**src/rtl/pc_unit.sv**
```systemverilog
// Program counter feeding instruction fetch; latches execute-side redirect/trap/mret requests until the next advance.
// Latency: pc/mepc update on the edge sampling pc_add_en=1 and are visible the next cycle; a same-cycle request takes effect at that edge.
// Backpressure: none; requests arriving without pc_add_en are held in a one-entry pending latch, and lower-priority arrivals are dropped.
//
// Ports:
//   sys_clk, sys_rst          clock, asynchronous active-low reset
//   pc_add_en                 advance strobe from fetch (one per completed instruction)
//   redir_valid/redir_target  taken branch/jump request and target
//   trap_valid/mtvec          trap entry request and vector base
//   mret_valid                return-from-trap request (target is mepc)
//   pc, mepc                  current PC and saved trap PC (registered)
//   pend_valid                a latched request is waiting for an advance
//   misalign_err              sticky flag: a selected target had bits [1:0] != 0
//   retire_cnt                64-bit retired-instruction count (only with PC_UNIT_RETIRE_CNT_EN)
//
// Optional feature macro: PC_UNIT_RETIRE_CNT_EN
module pc_unit #(
    parameter logic [31:0] RESET_PC = 32'h8000_0000
) (
    input  logic        sys_clk,
    input  logic        sys_rst,
    input  logic        pc_add_en,
    input  logic        redir_valid,
    input  logic [31:0] redir_target,
    input  logic        trap_valid,
    input  logic [31:0] mtvec,
    input  logic        mret_valid,
    output logic [31:0] pc,
    output logic [31:0] mepc,
    output logic        pend_valid,
    output logic        misalign_err
`ifdef PC_UNIT_RETIRE_CNT_EN
    ,
    output logic [63:0] retire_cnt
`endif
);

    // Encoding doubles as priority: a larger value wins.
    typedef enum logic [1:0] {
        K_NONE  = 2'd0,
        K_REDIR = 2'd1,
        K_MRET  = 2'd2,
        K_TRAP  = 2'd3
    } kind_t;

    kind_t       pend_kind;
    logic [31:0] pend_target;

    kind_t       new_kind;
    logic [31:0] new_target;
    kind_t       sel_kind;
    logic [31:0] sel_target;
    logic        latch_new;
    logic        misalign_hit;
    logic [31:0] pc_next;
    logic [31:0] mepc_next;

    // The pending latch is empty exactly when its kind is NONE.
    assign pend_valid = (pend_kind != K_NONE);

    // Same-cycle request decode, highest priority first.
    always_comb begin
        new_kind   = K_NONE;
        new_target = 32'h0;
        if (trap_valid) begin
            new_kind   = K_TRAP;
            new_target = mtvec;
        end else if (mret_valid) begin
            new_kind   = K_MRET;
            new_target = mepc;
        end else if (redir_valid) begin
            new_kind   = K_REDIR;
            new_target = redir_target;
        end
    end

    // An idle-cycle request replaces the pending one when its priority is at
    // least as high; an empty latch (K_NONE) always accepts.
    assign latch_new = !pc_add_en && (new_kind != K_NONE) && (new_kind >= pend_kind);

    // On an advance a same-cycle request beats anything pending, even a
    // higher-priority one. A pending mret reads mepc at the advance itself.
    always_comb begin
        sel_kind   = K_NONE;
        sel_target = 32'h0;
        if (new_kind != K_NONE) begin
            sel_kind   = new_kind;
            sel_target = new_target;
        end else if (pend_kind != K_NONE) begin
            sel_kind   = pend_kind;
            sel_target = (pend_kind == K_MRET) ? mepc : pend_target;
        end
    end

    always_comb begin
        pc_next      = pc + 32'd4;
        mepc_next    = mepc;
        misalign_hit = 1'b0;
        if (sel_kind != K_NONE) begin
            // Low bits are forced to zero; the misalignment is only reported.
            pc_next      = {sel_target[31:2], 2'b00};
            misalign_hit = (sel_target[1:0] != 2'b00);
        end
        if (sel_kind == K_TRAP) begin
            mepc_next = pc;
        end
    end

    always_ff @(posedge sys_clk or negedge sys_rst) begin
        if (!sys_rst) begin
            pc           <= RESET_PC;
            mepc         <= 32'h0;
            pend_kind    <= K_NONE;
            pend_target  <= 32'h0;
            misalign_err <= 1'b0;
        end else if (pc_add_en) begin
            pc          <= pc_next;
            mepc        <= mepc_next;
            pend_kind   <= K_NONE;
            pend_target <= 32'h0;
            if (misalign_hit) begin
                misalign_err <= 1'b1;
            end
        end else if (latch_new) begin
            pend_kind   <= new_kind;
            pend_target <= new_target;
        end
    end

`ifdef PC_UNIT_RETIRE_CNT_EN
    always_ff @(posedge sys_clk or negedge sys_rst) begin
        if (!sys_rst) begin
            retire_cnt <= 64'h0;
        end else if (pc_add_en) begin
            retire_cnt <= retire_cnt + 64'd1;
        end
    end
`endif

endmodule
```
**config.mk**
```make
export PLATFORM = sky130hd
export DESIGN_NAME = pc_unit
export DESIGN_NICKNAME = d
export VERILOG_FILES = /design/src/rtl/pc_unit.sv
export SDC_FILE = /design/constraint.sdc
export NUM_CORES = 1
export LEC_CHECK = 0
export CAP_MARGIN = 20
export CORE_ASPECT_RATIO = 1.25
export CORE_MARGIN = 1.5
export CORE_UTILIZATION = 30
export DETAILED_ROUTE_END_ITERATION = 8
export PLACE_DENSITY = 0.56
export SKIP_CTS_REPAIR_TIMING = 1
export SYNTH_ARGS = -nofsm -noshare
export SYNTH_HDL_FRONTEND = slang
export SYNTH_SLANG_ARGS = --single-unit
```
**constraint.sdc**
```tcl
create_clock -name sys_clk -period 2.1 [get_ports sys_clk]
set_input_delay 0.42 -clock sys_clk [delete_from_list [all_inputs] [get_ports sys_clk]]
set_output_delay 0.42 -clock sys_clk [all_outputs]
set_load 0.01 [all_outputs]
```
==> run_results.csv <==
group,metric,value,unit
detailed_routing,drcViolationCount,0,
cts,clock_path_buffers,2,
pwr,p_switching,0.00207,W
global_route,initial_antenna_violation_count,0,
pwr,worst_ir_drop_vdd,0.375,mV
global_route,first_global_vias,6150,
global_route,grt_pass1_wl,34800,um
pwr,power.share.sequential,0.408,
final_layout,finalInstanceArea,8180,um2
final_layout,antenna_cells_inserted,0,
setup_path,path_max_fanout,8,
floorplan,io_pins,136,
yosys,synth_cell_types,61,
detailed_routing,via_count,6092,
detailed_routing,dr.pass1.iters,5,
timing,maxSlewViolCount,0,
cts,htree_num_levels,3,
yosys,synth_top_family_by_area,"compound AO/OA/AOI/OAI gates",
final_layout,mostFrequentLayoutCell,"clkdlybuf4s50_1",
pwr,power.density,751,nW/um2
yosys,post_synthesis_sequential_area_ratio,0.413,
setup_path,critical_path.n_buffers_inverters,2,
cts,clk_transition_reported_paths,60,ps
setup_path,path_depth,3,
yosys,post_synth_edffs,0,
pwr,clockPowerShare,0.243,
floorplan,design.die.area,20000,um2
flow_run,max_cap_viol_count,0,
detailed_routing,postRouteWirelength,22800,um
setup_path,regToRegEndpoint,"pc[21]",
floorplan,rows,56,
setup_path,worstRegToRegCells,5,
timing,clock_skew,7.17,ps
setup_path,slowest_stage,"clkdlybuf4s50_1",
setup_path,setup.reg_to_reg.worst_slack,80,ps
yosys,synth.cell_area,5750,um2
floorplan,die_x,127,um
pwr,power.internal,0.00407,W
global_route,total_congestion_overflow,0,
placement,place.port_buffers,131,
cts,tritoncts,"yes",
placement,gpl.final_weighted_congestion,0.857,
final_layout,fraction_of_layout_cells_with_a_size_suffix_above_1,0.186,
final_layout,fin_nets,865,
setup_path,crit_path_cell_trace,"nor2_4 -> inv_1 -> clkdlybuf4s50_1",
pwr,power,0.00614,W
yosys,synthDominantAreaCellType,"dfrtp_1",
setup_path,crit_path_end,"pend_valid",
yosys,synthMuxAreaShare,0.0583,
setup_path,critical_path.reg2reg.startpoint,"pc[15]",
yosys,synthesis.yosys.warnings,0,
timing,final_hold_viol_count,0,
final_layout,synthToLayoutAreaGrowth,42.1,%
timing,fmax,482,MHz
yosys,yosysTopAreaCellShare,0.409,
timing,finalSetupViolCount,0,
setup_path,timing.critical_path.slowest_cell_delay,500,ps
worst_hold_path,hp-class,"reg -> reg",
setup_path,cp-start-kind,"flop",
global_route,maximum_number_of_pins_on_one_net_before_global_route_repair,40,
pwr,fraction_of_power_spent_switching_nets,0.337,
yosys,syn_inst,621,
yosys,synth.top_cells.by_area,"dfrtp_1 41%, mux2_2 5.5%, o21ai_0 5.4%",
yosys,ffs_latches_synth,95,
setup_path,worst_ep_required_time,1680,ps
global_route,gr-usage-all-layers,0.225,
setup_path,worst-endpoint-arrival,1650,ps
cts,worstSkewPairLatency,350,ps
yosys,dominantRegCellSynth,"dfrtp_1",
setup_path,critical_path_class,"reg -> out",
yosys,synthesis.area_per_instance,9.27,um2
yosys,yosys.area_share.simple,0.152,
placement,detailedPlacementHpwl,15900,um
status,status,"finished clean",
floorplan,coreArea,18800,um2
placement,placedInstanceArea,7850,um2
detailed_routing,route.detailed.wl_per_inst,22.2,um
cts,cts_sink_cnt,95,
setup_path,cp_top_family,"buffers and inverters",
cts,ctsRootBufferMaster,"clkbuf_16",
detailed_routing,drt_iter0_drcs,605,
pwr,leakagePower,3.37,nW
floorplan,fp.dieH,158,um
setup_path,crit_path_start,"pend_kind[1]",
yosys,xor_xnor_cell_area_share_of_the_yosys_netlist,0,
timing,finalWorstPathRequiredPeriod,2070,ps
floorplan,initial_utilization,0.306,
yosys,post_synth_fa_ha_maj_area_fraction,0.00652,
yosys,compound_gate_fraction_of_synth_area,0.314,
cts,cts_inserted_buffers,9,
timing,min_period_over_period,0.987,
yosys,asyncSetResetFlopFracSynth,1.00,
detailed_routing,routed_via_density,5.93,
detailed_routing,detail-route-antenna-nets,0,
timing,rsz0062_at_grt,"yes",
final_layout,top_library_cells_by_usage_in_the_layout_fill_and_taps_aside,"127 x clkdlybuf4s50_1, 92 x dfrtp_1, 76 x buf_4, 62 x o21ai_0, 59 x nand2_1",
setup_path,crit_path_end_kind,"output port",
pwr,pwr-share-comb,0.349,
timing,final_hold_slack,489,ps
stage by stage:
step           instances  setup slack [ps]  utilization  setup TNS [ps]
2_1_floorplan        624             -88.6            -           -2730
4_1_cts             1023              -221        0.431           -2170
6_report            1027              26.9        0.435               0
5_1_grt             1027             -15.5        0.435           -15.5
3_5_place_dp        1009              -511        0.418          -33110
3_3_place_gp        1009              -439        0.418          -30710
cells by family (layout without fill, tap and decap cells):
| kind of cell | Yosys count | in the layout |
|---|---|---|
| buffers and inverters | 75 | 245 |
| flip-flops | 95 | 95 |
| AO/OA/AOI/OAI | 246 | 246 |
| AND/OR/NAND/NOR | 171 | 172 |
| adder cells (fa/ha/maj) | 3 | 3 |
| other | 1 | 4 |
| multiplexers | 30 | 30 |
sequential cells by signal (all words and copies together) (netlist names):
name,cells
pc,30
mepc,30
misalign_err,1
pend_target,32
pend_kind,2
power groups by stage:
stage               clock network (W)  registers, W  logic, W
finish                        0.00149       0.00251   0.00214
global route                  0.00157       0.00255   0.00230
CTS                           0.00151       0.00249   0.00211
detailed placement                  0       0.00252   0.00210
global placement                    0       0.00251   0.00207
floorplan                           0       0.00256  0.000841
worst min-delay path by stage:
stage / start / to / cells after the start
2_1_floorplan: sys_rst / mepc[10] / 0
4_1_cts: sys_rst / pc[2] / 1
6_report: pend_target[1] / pend_target[1] / 2
3_5_place_dp: sys_rst / pend_kind[0] / 1
5_1_grt: pend_target[29] / pend_target[29] / 1
3_3_place_gp: sys_rst / pend_kind[0] / 1
layout make-up:
type	instances	area [um2]
Timing Repair Buffer	217	2090
Multi-Input combinational cell	455	3120
Sequential cell	95	2380
Clock inverter	1	7.51
Tap cell	232	290
Clock buffer	13	240
Fill cell	1847	10600
Inverter	14	52.6
metal layers:
metal	wire length [um]	vias up	global-route usage
li1	-	2732	-
met1	9030	3052	0.278
met2	11800	271	0.399
met3	1440	37	0.0308
met4	549	0	0.0801
met5	0	-	0
worst register-to-register path, delay by kind of cell (launching register included):
family           cells  cell delay [ps]
AND/OR/NAND/NOR      3             1180
flip-flops           1              360
AO/OA/AOI/OAI        2              360
Yosys cell counts (3+ instances only):
master      n
mux2_2     28
a211o_1     5
nor3b_1     3
inv_1      13
ha_1        3
buf_4       5
o221ai_1    4
clkbuf_1   35
o211ai_1    3
a32oi_1     3
o22ai_1    13
nand2b_1   11
buf_2      15
a22oi_1    23
dfrtp_1    94
nand4_1    10
or3_1       9
o2bb2ai_1   4
a21o_1      8
nor2b_1     4
nand3_1    16
o21a_1      4
and4_1      3
o2111ai_1   6
buf_1       6
a21oi_1    16
or2_2       4
o31ai_1     4
a221oi_1   19
nor4_1      9
and2_1      3
nor2_1     25
nor3_1      4
o32ai_1     3
nand2_1    59
a221o_1    17
and3_1      6
a22o_1     29
a32o_1      8
o21ai_0    62
(Power assumes the default switching activity.)
